===== src/rtl/qam_measurement_sequencer_if.sv =====
// Control, capture-input and result handshake bundle for the QAM measurement sequencer.
interface qam_measurement_sequencer_if #(
  parameter int unsigned ACC_W = 40,
  parameter int unsigned OUT_W = 18
);
  logic             start;
  logic             continuous;
  logic             abort;
  logic             busy;
  logic [ACC_W-1:0] acc_error;
  logic [ACC_W-1:0] acc_sq_error;
  logic [ACC_W-1:0] acc_power;
  logic             result_valid;
  logic             result_ack;
  logic [OUT_W-1:0] mean_error;
  logic [OUT_W-1:0] mean_sq_error;
  logic [OUT_W-1:0] mean_power;
  logic             overrun;

  modport master (
    output start, continuous, abort, acc_error, acc_sq_error, acc_power, result_ack,
    input  busy, result_valid, mean_error, mean_sq_error, mean_power, overrun
  );

  modport slave (
    input  start, continuous, abort, acc_error, acc_sq_error, acc_power, result_ack,
    output busy, result_valid, mean_error, mean_sq_error, mean_power, overrun
  );
endinterface


===== src/rtl/qam_measurement_sequencer.sv =====
// Clock-enable generator and flush/accumulate/capture sequencer for one I or Q rail;
// latches saturated accumulator means and hands them off via valid/ack.
module qam_measurement_sequencer #(
  parameter int unsigned MSAMPLES   = 1048576,
  parameter int unsigned SHIFT_VAL  = 20,
  parameter int unsigned FLUSH_SYMS = 8,
  parameter int unsigned ACC_W      = 40,
  parameter int unsigned OUT_W      = 18
) (
  input  logic sys_clk,
  input  logic reset_n,
  output logic sam_clk_ena,
  output logic sym_clk_ena,
  output logic clear_accumulator,
  qam_measurement_sequencer_if.slave ctl
);

  localparam int unsigned CNT_MAX = (MSAMPLES > FLUSH_SYMS) ? MSAMPLES : FLUSH_SYMS;
  localparam int unsigned CNT_W   = $clog2(CNT_MAX + 1);

  localparam logic [2:0] IDLE    = 3'd0;
  localparam logic [2:0] FLUSH   = 3'd1;
  localparam logic [2:0] ACCUM   = 3'd2;
  localparam logic [2:0] CAPTURE = 3'd3;
  localparam logic [2:0] RELOAD  = 3'd4;

  logic [3:0]       clk_phase;
  logic [2:0]       state;
  logic [CNT_W-1:0] sym_cnt;
  logic             cont_mode;

  logic signed [ACC_W-1:0] err_shr;
  logic [ACC_W-1:0]        sq_shr;
  logic [ACC_W-1:0]        pwr_shr;
  logic [OUT_W-1:0]        err_sat;
  logic [OUT_W-1:0]        sq_sat;
  logic [OUT_W-1:0]        pwr_sat;

  assign sam_clk_ena       = (clk_phase[1:0] == 2'b11);
  assign sym_clk_ena       = (clk_phase == 4'hf);
  assign clear_accumulator = (state != ACCUM);
  assign ctl.busy          = (state != IDLE);

  assign err_shr = $signed(ctl.acc_error) >>> SHIFT_VAL;
  assign sq_shr  = ctl.acc_sq_error >> SHIFT_VAL;
  assign pwr_shr = ctl.acc_power >> SHIFT_VAL;

  function automatic logic [OUT_W-1:0] sat_u(input logic [ACC_W-1:0] v);
    return (|v[ACC_W-1:OUT_W]) ? '1 : v[OUT_W-1:0];
  endfunction

  // In range only when every bit above the output sign bit matches it.
  always_comb begin
    err_sat = err_shr[OUT_W-1:0];
    if (!((&err_shr[ACC_W-1:OUT_W-1]) || !(|err_shr[ACC_W-1:OUT_W-1])))
      err_sat = {err_shr[ACC_W-1], {(OUT_W-1){~err_shr[ACC_W-1]}}};
    sq_sat  = sat_u(sq_shr);
    pwr_sat = sat_u(pwr_shr);
  end

  always_ff @(posedge sys_clk) begin
    if (!reset_n) begin
      clk_phase         <= '0;
      state             <= IDLE;
      sym_cnt           <= '0;
      cont_mode         <= 1'b0;
      ctl.result_valid  <= 1'b0;
      ctl.overrun       <= 1'b0;
      ctl.mean_error    <= '0;
      ctl.mean_sq_error <= '0;
      ctl.mean_power    <= '0;
    end else begin
      clk_phase <= clk_phase + 4'd1;
      // Ack clears valid here; a capture in the same cycle overrides it below.
      if (ctl.result_valid && ctl.result_ack)
        ctl.result_valid <= 1'b0;
      case (state)
        IDLE: begin
          if (ctl.start) begin
            cont_mode   <= ctl.continuous;
            sym_cnt     <= '0;
            ctl.overrun <= 1'b0;
            state       <= FLUSH;
          end
        end
        FLUSH: begin
          if (ctl.abort) begin
            state <= IDLE;
          end else if (sym_clk_ena) begin
            if (sym_cnt == CNT_W'(FLUSH_SYMS - 1)) begin
              sym_cnt <= '0;
              state   <= ACCUM;
            end else begin
              sym_cnt <= sym_cnt + CNT_W'(1);
            end
          end
        end
        ACCUM: begin
          if (ctl.abort) begin
            state <= IDLE;
          end else if (sym_clk_ena) begin
            if (sym_cnt == CNT_W'(MSAMPLES - 1))
              state <= CAPTURE;
            else
              sym_cnt <= sym_cnt + CNT_W'(1);
          end
        end
        CAPTURE: begin
          if (ctl.abort) begin
            state <= IDLE;
          end else begin
            ctl.mean_error    <= err_sat;
            ctl.mean_sq_error <= sq_sat;
            ctl.mean_power    <= pwr_sat;
            ctl.result_valid  <= 1'b1;
            if (ctl.result_valid && !ctl.result_ack)
              ctl.overrun <= 1'b1;
            state <= cont_mode ? RELOAD : IDLE;
          end
        end
        RELOAD: begin
          if (ctl.abort) begin
            state <= IDLE;
          end else if (sym_clk_ena) begin
            sym_cnt <= '0;
            state   <= ACCUM;
          end
        end
        default: state <= IDLE;
      endcase
    end
  end

endmodule


===== src/flat_wrapper.sv =====
// flat-port wrapper written by rule: the top's interface ports become plain ports
module qam_measurement_sequencer_flat 
#(
  parameter int unsigned MSAMPLES   = 1048576,
  parameter int unsigned SHIFT_VAL  = 20,
  parameter int unsigned FLUSH_SYMS = 8,
  parameter int unsigned ACC_W      = 40,
  parameter int unsigned OUT_W      = 18
)
  (sys_clk, reset_n, sam_clk_ena, sym_clk_ena, clear_accumulator, ctl_start, ctl_continuous, ctl_abort, ctl_acc_error, ctl_acc_sq_error, ctl_acc_power, ctl_result_ack, ctl_busy, ctl_result_valid, ctl_mean_error, ctl_mean_sq_error, ctl_mean_power, ctl_overrun);
  qam_measurement_sequencer_if #(.ACC_W(ACC_W), .OUT_W(OUT_W)) ctl_i ();
  input  logic sys_clk;
  input  logic reset_n;
  output logic sam_clk_ena;
  output logic sym_clk_ena;
  output logic clear_accumulator;
  input wire logic [$bits(ctl_i.start)-1:0] ctl_start;
  input wire logic [$bits(ctl_i.continuous)-1:0] ctl_continuous;
  input wire logic [$bits(ctl_i.abort)-1:0] ctl_abort;
  input wire logic [$bits(ctl_i.acc_error)-1:0] ctl_acc_error;
  input wire logic [$bits(ctl_i.acc_sq_error)-1:0] ctl_acc_sq_error;
  input wire logic [$bits(ctl_i.acc_power)-1:0] ctl_acc_power;
  input wire logic [$bits(ctl_i.result_ack)-1:0] ctl_result_ack;
  output wire logic [$bits(ctl_i.busy)-1:0] ctl_busy;
  output wire logic [$bits(ctl_i.result_valid)-1:0] ctl_result_valid;
  output wire logic [$bits(ctl_i.mean_error)-1:0] ctl_mean_error;
  output wire logic [$bits(ctl_i.mean_sq_error)-1:0] ctl_mean_sq_error;
  output wire logic [$bits(ctl_i.mean_power)-1:0] ctl_mean_power;
  output wire logic [$bits(ctl_i.overrun)-1:0] ctl_overrun;
  assign ctl_i.start = ctl_start;
  assign ctl_i.continuous = ctl_continuous;
  assign ctl_i.abort = ctl_abort;
  assign ctl_i.acc_error = ctl_acc_error;
  assign ctl_i.acc_sq_error = ctl_acc_sq_error;
  assign ctl_i.acc_power = ctl_acc_power;
  assign ctl_i.result_ack = ctl_result_ack;
  assign ctl_busy = ctl_i.busy;
  assign ctl_result_valid = ctl_i.result_valid;
  assign ctl_mean_error = ctl_i.mean_error;
  assign ctl_mean_sq_error = ctl_i.mean_sq_error;
  assign ctl_mean_power = ctl_i.mean_power;
  assign ctl_overrun = ctl_i.overrun;
  qam_measurement_sequencer #(.MSAMPLES(MSAMPLES), .SHIFT_VAL(SHIFT_VAL), .FLUSH_SYMS(FLUSH_SYMS), .ACC_W(ACC_W), .OUT_W(OUT_W)) u_core (.sys_clk(sys_clk), .reset_n(reset_n), .sam_clk_ena(sam_clk_ena), .sym_clk_ena(sym_clk_ena), .clear_accumulator(clear_accumulator), .ctl(ctl_i));
endmodule

===== config.mk =====
export PLATFORM = sky130hd
export DESIGN_NAME = qam_measurement_sequencer_flat
export DESIGN_NICKNAME = d
export VERILOG_FILES = /design/src/rtl/qam_measurement_sequencer_if.sv /design/src/rtl/qam_measurement_sequencer.sv /design/src/flat_wrapper.sv
export SDC_FILE = /design/constraint.sdc
export NUM_CORES = 1
export LEC_CHECK = 0
export BUFFER_PORTS_ARGS = -buffer_cell sky130_fd_sc_hd__clkbuf_2
export CAP_MARGIN = 20
export CORE_MARGIN = 5
export CORE_UTILIZATION = 45
export CTS_BUF_LIST = sky130_fd_sc_hd__clkbuf_4
export DETAILED_ROUTE_END_ITERATION = 8
export GPL_TIMING_DRIVEN = 0
export HOLD_SLACK_MARGIN = 0.02
export MAX_ROUTING_LAYER = met4
export PLACE_DENSITY = 0.75
export SLEW_MARGIN = 5
export SYNTH_ARGS = -nofsm -noshare
export SYNTH_HDL_FRONTEND = slang
export SYNTH_SLANG_ARGS = --single-unit

===== constraint.sdc =====
create_clock -name sys_clk -period 3.67 [get_ports sys_clk]
set_input_delay 0.367 -clock sys_clk [delete_from_list [all_inputs] [get_ports sys_clk]]
set_output_delay 0.367 -clock sys_clk [all_outputs]
set_load 0.01 [all_outputs]

======== After elaboration in Yosys (flattened, before gate mapping) ========
Index checks and enable logic that the tools add are counted.
word-level totals
  input port bits ......................... 126
  logic and storage cells ................. 87
  output and inout bits ................... 60
  register bits after elaboration ......... 85
operators by class
  reductions and logical operators ........ 18
  add/subtract/negate cells ............... 2
  multiplexer cells ....................... 32
  eq/ne operators ......................... 24
  bitwise gates (word level) .............. 2
operators by type and width
  operator                                                count
  two-way mux 21 bit                                      9
  one-hot mux 21 bit (4 select lines)                     1
  two-way mux 18 bit                                      3
  two-way mux 3 bit                                       11
  adder 21 x 1 -> 21 bit (second input constant)          1
  equality test 21 x 20 -> 1 bit (second input constant)  1
  equality test 21 x 3 -> 1 bit (second input constant)   1
  != test 2 bit (second input constant)                   9
  one-hot mux 3 bit (5 select lines)                      1
  != test 3 x 2 -> 1 bit (second input constant)          3
  != test 3 bit (second input constant)                   3
  AND reduction 9 bit                                     1
  equality test 3 x 2 -> 1 bit (second input constant)    2
  two-way mux 1 bit                                       6
  AND reduction 6 bit                                     1
  adder 4 x 1 -> 4 bit (second input constant)            1
  equality test 4 bit (second input constant)             1
  AND reduction 2 bit                                     2
  AND reduction 4 bit                                     1
  nonzero test 4 bit                                      1
  OR reduction 2 bit                                      2
  equality test 3 x 1 -> 1 bit (second input constant)    1
  equality test 3 bit (second input constant)             1
  zero test 3 bit                                         1
  11 further kinds                                        14

======== Longest topological paths before layout ========
Gate-level depths: netlist of the first run.
  depth in word-level cells ............... 5
  depth in mapped cells ................... 10
  mapped depth without buffers ............ 7

======== Worst setup path after synthesis of the first run ========
Ideal clock, no wire load.
  path kind ............................... register to register
  start ................................... register u_core.clk_phase[0]
  end ..................................... register u_core.sym_cnt[7]
  setup time .............................. 86 ps
  cell stages (with the launch flop) ...... 8
  arrival ................................. 1948 ps
  clock period less this slack ............ 2034 ps
  slack ................................... 1636 ps
  required time ........................... 3584 ps
  buffers on the path ..................... 1
  path through ............................ dfxtp_1 -> ha_1 -> nand3_1 -> a2111oi_4 -> nor2_2 -> buf_6 -> or4_1 -> a211oi_1
between the ends
  cells in the longest elaborated chain, start to end .. 3
  elaborated cells between the ends (all ways) .. 5
  those cells by class .................... eq/ne: 4; reduce/logical: 1
ends and longest elaborated chain
  what                             line                              text
  start: declaration               qam_measurement_sequencer.sv:27   logic [3:0] clk_phase;
  start signal: assignment         qam_measurement_sequencer.sv:73   clk_phase <= clk_phase + 4'd1;
  equality test 4 bit *            qam_measurement_sequencer.sv:40   assign sym_clk_ena = (clk_phase == 4'hf);
  != test 2 bit (no line)          --
  AND reduction 9 bit (no line) *  --
  end signal: assignment           qam_measurement_sequencer.sv:94   sym_cnt <= sym_cnt + CNT_W'(1);
  end signal: assignment           qam_measurement_sequencer.sv:105  sym_cnt <= sym_cnt + CNT_W'(1);
  end: declaration                 qam_measurement_sequencer.sv:29   logic [CNT_W-1:0] sym_cnt;
Every way passes the cells marked *; elsewhere a longest branch is shown, timed or not.
A chain may end at the register's enable or synchronous reset.

======== Worst setup path after layout of the first run ========
  start ................................... register u_core.sym_cnt[0]
  end ..................................... register u_core.sym_cnt[19]
between the ends
  cells in the longest elaborated chain, start to end .. 5
  elaborated cells between the ends (all ways) .. 12
  those cells by class .................... add/sub: 1; eq/ne: 3; mux: 7; reduce/logical: 1
ends and longest elaborated chain
  what                                                                     line                                                                                                text
  adder 21 x 1 -> 21 bit or equality test 21 x 3 -> 1 bit (tied branches)  qam_measurement_sequencer.sv:94, qam_measurement_sequencer.sv:105, qam_measurement_sequencer.sv:90
  two-way mux 21 bit, on equally long branches                             qam_measurement_sequencer.sv:102, qam_measurement_sequencer.sv:90
  two-way mux 21 bit, on equally long branches                             qam_measurement_sequencer.sv:101, qam_measurement_sequencer.sv:89
  two-way mux 21 bit, on equally long branches                             qam_measurement_sequencer.sv:99, qam_measurement_sequencer.sv:87
  one-hot mux 21 bit (4 select lines)                                      qam_measurement_sequencer.sv:77                                                                     case (state)
Several ways; a longest one is shown, not always the timed one. The select of a mux whose other input is x is not followed.

==> metrics.txt, run 1 <==
unrepaired setup endpoints after global routing=no; Clock Latency Late Sink=0.44 ns; top_reg_cell synth=dfxtp_1; critical path depth=8; WP buf/inv=2; mapped cell area=0.00381 sq mm; WL met3=945 microns; switching pwr=439 uW; VDD IR max=230 uV; CTS tree=done; Top Layer Used=met4; period utilization=75.0%; global route total overflow=0; Net Sw Frac=24.7%; n_diodes=0; internal power=1340 uW; Critical path origin=u_core.sym_cnt[0]$_SDFFE_PN0P_; Initial Util=46.3%; clk sink count=85; slowest cell on the critical path=nor4_1; top-level I/O count=186; largest net degree at the start of global routing=16; #FFs+latches synth=85; Die Footprint=approximately 0.010 sq mm; DRT Pass-1 Iters=6; gr usage total=21.8%; CTS Buffer Depth=2; Leak=0.00186 uW; CP max FO=10; clock share of power=38.8%; setup_tns=0 ns; CP Capture Point=u_core.sym_cnt[19]$_SDFFE_PN0P_; Post-Syn Instances=421; status=finished, final reports clean; fin. max-slew vios=0; Final Hold Fails=0; Top cell by count, worst path=buf_4; sequential share of power=52.6%; Area contributors post-synth=dfxtp_1 45%, o221a_2 11%, nand2_1 4.4%; Setup Crit Path Kind=flip-flop to flip-flop; Inserted Clock Buffers=9; CP delay by family, top=simple AND/OR/NAND/NOR gates; post-synth net total=549; Die Span X=102 microns; post-cts repair resize count=0; wire per inst=about 17 microns; Comb power frac=under 10%; drt drc=0; Crit. End Element=flip-flop; 1st-iter DRT viols=280; fmax=363 MHz; reg-to-reg startpoint=u_core.sym_cnt[0]$_SDFFE_PN0P_; R2R setup slack=0.92 ns; PwrDens=375 mW/mm^2; EDFF count, synth=0; hold buffer count at CTS=0; share of layout cells above drive strength 1=35.2%; Placer Congestion=roughly 0.96; post-synthesis to final-layout area growth=24.5%; Synth async-reset ratio=0%; vias in the first global route=3710; most numerous cell in the Yosys netlist=dfxtp_1; CTS root buffer=clkbuf_4; Met1 Wirelength=4860 microns; non-filler cells, final=665; relative slew slack=a little over two fifths; Tmin final=2.75 ns; # H-tree levels=3; Final Setup Violations=0; Critical Path Source Type=flip-flop; post-synth top area share=between 40% and 50%; Total Power=between 1500 and 2000 uW; # rows=33; Max Cap Violations=0; met2 wire len=5420 microns; final net count=683; CP cell instances=ha_1 > nand4_1 > nor4_1 > a22o_1 > buf_4 > buf_4 > a211oi_1 > o22ai_1; hold crit path type=input pin to flip-flop; Req. time, crit path=4.03 ns; hpwl dp=8490 microns; most instantiated cells after synthesis=85 x dfxtp_1, 45 x nand2_1, 37 x o221a_2; initial antenna violation count=0; worst path arrival time=3.11 ns; Synth cell types=53; total number of vias=about 4000; Worst Max-Slew Pin Slew=0.855 ns; YS warnings=0; vias per inst=slightly below 6; Detail Route Antenna Nets=0; CTS clk-pin slew, worst paths=0.14 ns; WL final=about 12000 microns; largest area contributor in the netlist=dfxtp_1; Worst path max stage delay=0.65 ns; IO Port Bufs=123; setup bufs post-CTS=0; Clock Skew=0.0224 ns; first-pass GRT wire length=17700 microns; Inst Count DP=649; R2R depth=8; Mean Syn Cell Area=9.04 sq um; Worst R2R End=u_core.sym_cnt[19]$_SDFFE_PN0P_; Seq/Total Area, Yosys=44.7%; die height=102 microns; core outline area=0.00822 sq mm
==> metal layers <==
| metal | GRT usage, % | vias up |
|---|---|---|
| met3 | 3.75 | 39 |
| met1 | 27.2 | 1866 |
| li1 | - | 1872 |
| met2 | 34.9 | 192 |
| met5 | - | - |
| met4 | 8.78 | 0 |
==> area by class of cell <==
class	instances	area (sq um)
Clock inverter	7	120
Fill cell	746	3470
Inverter	10	37.5
Buffer	35	165
Tap cell	105	131
Timing Repair Buffer	123	616
Multi-Input combinational cell	291	1900
Clock buffer	9	67.6
Sequential cell	85	1700
==> cell usage in the layout, fill, tap and decap left out, drive strengths merged, types with 8 or more instances in the layout <==
cell type and instances:
clkbuf 154, dfxtp 85, nand2 45, o221a 37
o21ai 25, a21oi 24, nand3 18, nor2 18
a211oi 14, buf 13, inv 12, or3 11
o22ai 11, nand4 9, nor3 9, nor4 8
==> power by group through the flow <==
stage	logic [uW]	registers [uW]	clock network, uW
global route	166	937	743
global placement	148	955	0
detailed placement	150	955	0
floorplan	83.2	955	0
CTS	151	935	699
finish	154	936	691
==> tightest hold or removal path, cell delays in order <==
cell and delay [ns]:
clkbuf_2 0.08, nand2_1 0.05, a31oi_1 0.06
==> stage by stage <==
step | instance area, sq um | setup WS, ns | util, % | hold WS (ns)
after floorplan | 3810 | 1.64 | - | 0.418
after global placement | 4550 | 1.18 | 55.4 | 0.427
after detailed placement | 4550 | 1.09 | 55.4 | 0.444
after CTS | 4740 | 1.02 | 57.7 | 0.141
after global routing | 4740 | 0.740 | 57.7 | 0.155
final | 4740 | 0.917 | 57.7 | 0.151
==> worst min-delay path by stage <==
stage               slack [ns]                           start  cells past startpoint                               endpoint
CTS                       0.14               ctl_acc_error[27]                      3  u_core.ctl.mean_error[7]$_SDFFE_PN0P_
detailed placement        0.44  u_core.clk_phase[0]$_SDFF_PN0_                      1         u_core.clk_phase[0]$_SDFF_PN0_
global route              0.15               ctl_acc_error[27]                      3  u_core.ctl.mean_error[7]$_SDFFE_PN0P_
finish                    0.15               ctl_acc_error[27]                      3  u_core.ctl.mean_error[7]$_SDFFE_PN0P_
floorplan                 0.42  u_core.clk_phase[0]$_SDFF_PN0_                      1         u_core.clk_phase[0]$_SDFF_PN0_
global placement          0.43  u_core.clk_phase[0]$_SDFF_PN0_                      1         u_core.clk_phase[0]$_SDFF_PN0_
==> flip-flops by register name, summed over array words and instances, names as in the netlist <==
name and flops:
u_core.sym_cnt 21, u_core.ctl.mean_error 18, u_core.ctl.mean_power 18, u_core.ctl.mean_sq_error 18
u_core.clk_phase 4, u_core.state 3, u_core.cont_mode 1, u_core.ctl.overrun 1
u_core.ctl.result_valid 1
==> kinds of logic after synthesis <==
kind of cell    synth area share (%)
mux                             1.05
fa+ha+maj                      0.657
xor+xnor                       0.690
compound gates                  27.5
flops                           44.7
buf+inv                         5.32
simple gates                    20.0
No activity file was read; power rests on OpenSTA's default activity.
==> inputs of run 2 (changes only) <==
- clock period: 3.67 -> 2.9 ns (I/O delays scaled with it)
==> metrics.txt, run 2 (synthesis gave the netlist of run 1 again) <==
Setup Crit Path Kind=flip-flop to flip-flop; min-delay src=ctl_acc_error[27]; Hold Path Stages=3; fill count=745; Final Hold Fails=0; CTS clk-pin slew, worst paths=0.14 ns; commonest non-fill, non-tap cell in the layout=clkbuf_2; R2R setup slack=roughly 0.28 ns; Worst Max-Slew Pin Slew=0.823 ns; unrepaired setup endpoints after global routing=no; WP buf/inv=2; Worst R2R End=u_core.sym_cnt[19]$_SDFFE_PN0P_; worst path arrival time=2.94 ns; top-level I/O count=186; internal power=approximately 1700 uW; CTS root buffer=clkbuf_4; Net Sw Frac=between 20% and 30%; Final Setup Violations=0; Detail Route Antenna Nets=0; # rows=33; WL final=~11000 microns; drt drc=0; initial antenna violation count=0; gr usage total=21.8%; global route total overflow=0; Top reg by flops=u_core.sym_cnt; CP max FO=10; clock share of power=38.8%; DRT Pass-1 Iters=5; CTS Buffer Depth=2; largest net degree at the start of global routing=16; IO Port Bufs=~120; CP cell instances=ha_1 > nor4b_1 > nand4_1 > o22a_1 > clkbuf_1 > clkbuf_1 > a211oi_1 > o22ai_1; period utilization=90.4%; Die Span X=102 microns; Req. time, crit path=3.22 ns; hold-critical path endpoint=u_core.ctl.mean_error[7]$_SDFFE_PN0P_; setup bufs post-CTS=0; Max Cap Violations=0; sequential share of power=52.6%; Placer Congestion=0.960; clk sink count=85; Tmin final=2.62 ns; pre-CTS WS=about 0.32 ns; slowest cell on the critical path=dfxtp_1; hold slack=0.0779 ns; Die Footprint=0.0104 sq mm; Inst Count DP=649; Critical Path Source Type=flip-flop; relative slew slack=44.6%; Clock Latency Late Sink=0.44 ns; die height=102 microns; share of layout cells above drive strength 1=a little over a third; setup_tns=0 ns; Crit. End Element=flip-flop; hold crit path type=input pin to flip-flop; final net count=just under 700; total number of vias=3949; Worst path max stage delay=about 0.48 ns; final core utilization=approximately 58%; Initial Util=46.3%; core outline area=0.00822 sq mm; fin worst setup slack=0.279 ns; vias in the first global route=3710; CP delay by family, top=simple AND/OR/NAND/NOR gates; R2R depth=8; vias per inst=5.93; hpwl dp=8490 microns; # H-tree levels=3; non-filler cells, final=666; fmax=between 300 and 400 MHz; status=finished, final reports clean; Inserted Clock Buffers=9; PwrDens=474 mW/mm^2; Comb power frac=8.6%; fin. max-slew vios=0; VDD IR max=292 uV; switching pwr=554 uW; wire per inst=between 15 and 20 microns; Top cell by count, worst path=clkbuf_1; 1st-iter DRT viols=259; max reg flops=21; post-synthesis to final-layout area growth=24.8%; hold buffer count at CTS=0; Leak=around 0.0019 uW; first-pass GRT wire length=17700 microns; commonest cells after routing, fill and taps aside=123 x clkbuf_2, 85 x dfxtp_1, 45 x nand2_1; reg-to-reg startpoint=u_core.sym_cnt[0]$_SDFFE_PN0P_; Clock Skew=0.0168 ns; CTS tree=done
[run 2: worst max path at each step]
stage | start | to | slack [ns] | cells past startpoint
floorplan | u_core.clk_phase[0]$_SDFF_PN0_ | u_core.sym_cnt[7]$_SDFFE_PN0P_ | 0.87 | 7
global placement | u_core.sym_cnt[0]$_SDFFE_PN0P_ | u_core.sym_cnt[19]$_SDFFE_PN0P_ | 0.41 | 8
detailed placement | u_core.sym_cnt[0]$_SDFFE_PN0P_ | u_core.sym_cnt[19]$_SDFFE_PN0P_ | 0.32 | 8
CTS | u_core.sym_cnt[0]$_SDFFE_PN0P_ | u_core.sym_cnt[1]$_SDFFE_PN0P_ | 0.25 | 8
global route | u_core.sym_cnt[0]$_SDFFE_PN0P_ | u_core.sym_cnt[19]$_SDFFE_PN0P_ | 0.12 | 8
finish | u_core.sym_cnt[0]$_SDFFE_PN0P_ | u_core.sym_cnt[19]$_SDFFE_PN0P_ | 0.28 | 8
[run 2: stage by stage]
| step | total power [uW] | instance area (sq um) |
|---|---|---|
| 3_5_place_dp | 1400 | 4550 |
| 3_3_place_gp | 1400 | 4550 |
| 6_report | 2250 | 4750 |
| 5_1_grt | 2340 | 4750 |
| 2_1_floorplan | 1310 | 3810 |
| 4_1_cts | 2260 | 4740 |
[run 2: timing repair]
item / 4_1_cts / 5_1_grt
endpoints found under the hold margin: 0 / 0
resized for setup: 0 / 1
setup endpoints to repair: 0 / 2
[run 2: per-layer routing]
metal / up-vias / global-route usage [%] / wire length (microns)
li1: 1879 / - / -
met1: 1848 / 27.2 / 4800
met2: 187 / 34.9 / 5400
met3: 35 / 3.75 / 929
met4: 0 / 8.78 / 302
met5: - / - / 0
[run 2: final cells by class]
class	count	area (sq um)	share of cell area, %
multi-input combinational	291	1910	40.2
inverter	10	37.5	0.790
clock buffer	9	67.6	1.42
buffer	35	165	3.48
timing repair buffer	123	616	13.0
tap	105	131	2.77
clock inverter	7	120	2.53
sequential	85	1700	35.8
antenna	1	2.50	0.0527
[run 2: power by group through the flow]
stage / clock network [uW] / registers [uW] / logic (uW)
3_3_place_gp: 0 / 1210 / 188
6_report: 873 / 1180 / 194
2_1_floorplan: 0 / 1210 / 105
4_1_cts: 884 / 1180 / 191
5_1_grt: 940 / 1190 / 210
3_5_place_dp: 0 / 1210 / 189
[run 2: worst register-to-register path, delay by kind of cell (launching register included)]
kind	cells	cell delay, ns
simple gates	2	0.57
compound gates	3	0.57
buf+inv	2	0.55
flops	1	0.48
fa+ha+maj	1	0.34
==> inputs of run 3 (changes only) <==
- REMOVE_ABC_BUFFERS: not set -> 1
==> metrics.txt, run 3 (synthesis gave the netlist of run 1 again) <==
wire per inst=between 15 and 20 microns; unrepaired setup endpoints after global routing=no; Multi-input gate area=approximately 0.0019 sq mm; clk sink count=85; PwrDens=465 mW/mm^2; Total Power=2150 uW; Detail Route Antenna Nets=0; Req. time, crit path=around 3.3 ns; Max Cap Violations=0; post-synthesis to final-layout area growth=21.5%; Placer Congestion=0.898; max reg flops=21; reg-to-reg startpoint=u_core.state[1]$_SDFFE_PN0P_; worst path arrival time=~3 ns; status=finished, final reports clean; CTS root buffer=clkbuf_4; Seq. cell area=0.00170 sq mm; DRT Pass-1 Iters=4; share of layout cells above drive strength 1=36.5%; Setup Crit Path Kind=flip-flop to flip-flop; Final Hold Fails=0; pre-CTS WS=0.257 ns; global route total overflow=0; Crit. End Element=flip-flop; Die Footprint=between 0.01 and 0.015 sq mm; Worst Max-Slew Pin Slew=0.940 ns; min-delay src=ctl_acc_error[27]; CTS clk-pin slew, worst paths=0.14 ns; Final Setup Violations=0; drt drc=0; Leak=0.00181 uW; vias per inst=approximately 5.8; CP max FO=17; R2R depth=7; hold crit path type=input pin to flip-flop; commonest non-fill, non-tap cell in the layout=clkbuf_2; commonest cells after routing, fill and taps aside=125 x clkbuf_2, 85 x dfxtp_1, 45 x nand2_1; CTS tree=done; period utilization=91.4%; Worst R2R End=u_core.sym_cnt[0]$_SDFFE_PN0P_; final core utilization=56.3%; fin worst setup slack=0.251 ns; largest net degree at the start of global routing=42; relative slew slack=37.2%; final net count=652; core outline area=0.00822 sq mm; VDD IR max=269 uV; R2R setup slack=0.25 ns; total number of vias=3668; IO Port Bufs=roughly 130; vias in the first global route=3365; first-pass GRT wire length=16600 microns; fill count=731; # H-tree levels=3; Clock Latency Late Sink=between 0.4 and 0.5 ns; 1st-iter DRT viols=258; CTS Buffer Depth=2; Hold Path Stages=3; n_diodes=0; hold-critical path endpoint=u_core.ctl.mean_error[7]$_SDFFE_PN0P_; Critical Path Source Type=flip-flop; Inserted Clock Buffers=9; # rows=33; fin. max-slew vios=0; hpwl dp=7560 microns; initial antenna violation count=0; die height=102 microns; Initial Util=a little under half; Top reg by flops=u_core.sym_cnt; Clock Skew=0.0169 ns; Tmin final=approximately 2.6 ns; fmax=377 MHz; WL final=about 10000 microns; top-level I/O count=186; Die Span X=between 100 and 150 microns; gr usage total=about a fifth
-- run 3: cell count changes in the layout (fill, tap and decap cells not counted), sizes merged --
cell,previous run,this run
clkinvlp,0,1
bufinv,3,2
clkinv,2,1
buf,13,2
diode,1,0
clkbuf,154,135
-- run 3: repair_timing --
| action | 4_1_cts | 5_1_grt |
|---|---|---|
| buffers inserted | 0 | 0 |
| gates resized for setup | 0 | 1 |
| hold buffers | 0 | 0 |
| endpoints found under the setup margin | 0 | 11 |
-- run 3: worst max-delay path by stage --
stage                                        start                                   endpoint  cells past startpoint
CTS                 u_core.sym_cnt[0]$_SDFFE_PN0P_             u_core.sym_cnt[5]$_SDFFE_PN0P_                      6
detailed placement  u_core.sym_cnt[0]$_SDFFE_PN0P_             u_core.sym_cnt[5]$_SDFFE_PN0P_                      6
global placement      u_core.state[0]$_SDFFE_PN0P_  u_core.ctl.mean_sq_error[10]$_SDFFE_PN0P_                      3
floorplan             u_core.state[0]$_SDFFE_PN0P_      u_core.ctl.mean_power[0]$_SDFFE_PN0P_                      3
finish                u_core.state[1]$_SDFFE_PN0P_             u_core.sym_cnt[0]$_SDFFE_PN0P_                      7
global route          u_core.state[1]$_SDFFE_PN0P_             u_core.sym_cnt[0]$_SDFFE_PN0P_                      7
-- run 3: power breakdown --
part	internal, uW	switching [uW]
combinational	74.8	103
sequential	1180	9.32
clock	367	418
-- run 3: worst max-delay path, stage by stage (launching register included) --
cell	delay, ns
dfxtp_1	0.57
inv_2	0.14
nor3_2	0.26
inv_2	0.13
nand4_1	0.09
o22a_1	0.54
nand3_1	0.51
o31ai_1	0.33
-- run 3: metal layers --
metal	vias up	global-route usage [%]	wire [microns]	share of wire [%]
li1	1809	-	-	-
met1	1712	26.3	4390	42
met5	-	-	0	0
met2	136	30.2	4840	46
met3	11	5.73	1090	10
met4	0	7.37	130	1.2
-- run 3: layout make-up --
class,instances,share of cell area [%]
clock inverter,6,2.03
multi-input combinational,291,41.3
inverter,10,0.812
sequential,85,36.8
clock buffer,10,1.62
tap,105,2.84
timing repair buffer,127,14.6
-- run 3: per-stage QoR --
step	hold WS, ns	TNS [ns]	cell area [sq um]	cells
floorplan	0.362	0	3640	386
global placement	0.431	-11.16	4400	616
detailed placement	0.442	0	4450	618
CTS	0.0666	0	4620	634
global route	0.0843	0	4620	634
finish	0.0873	0	4620	634
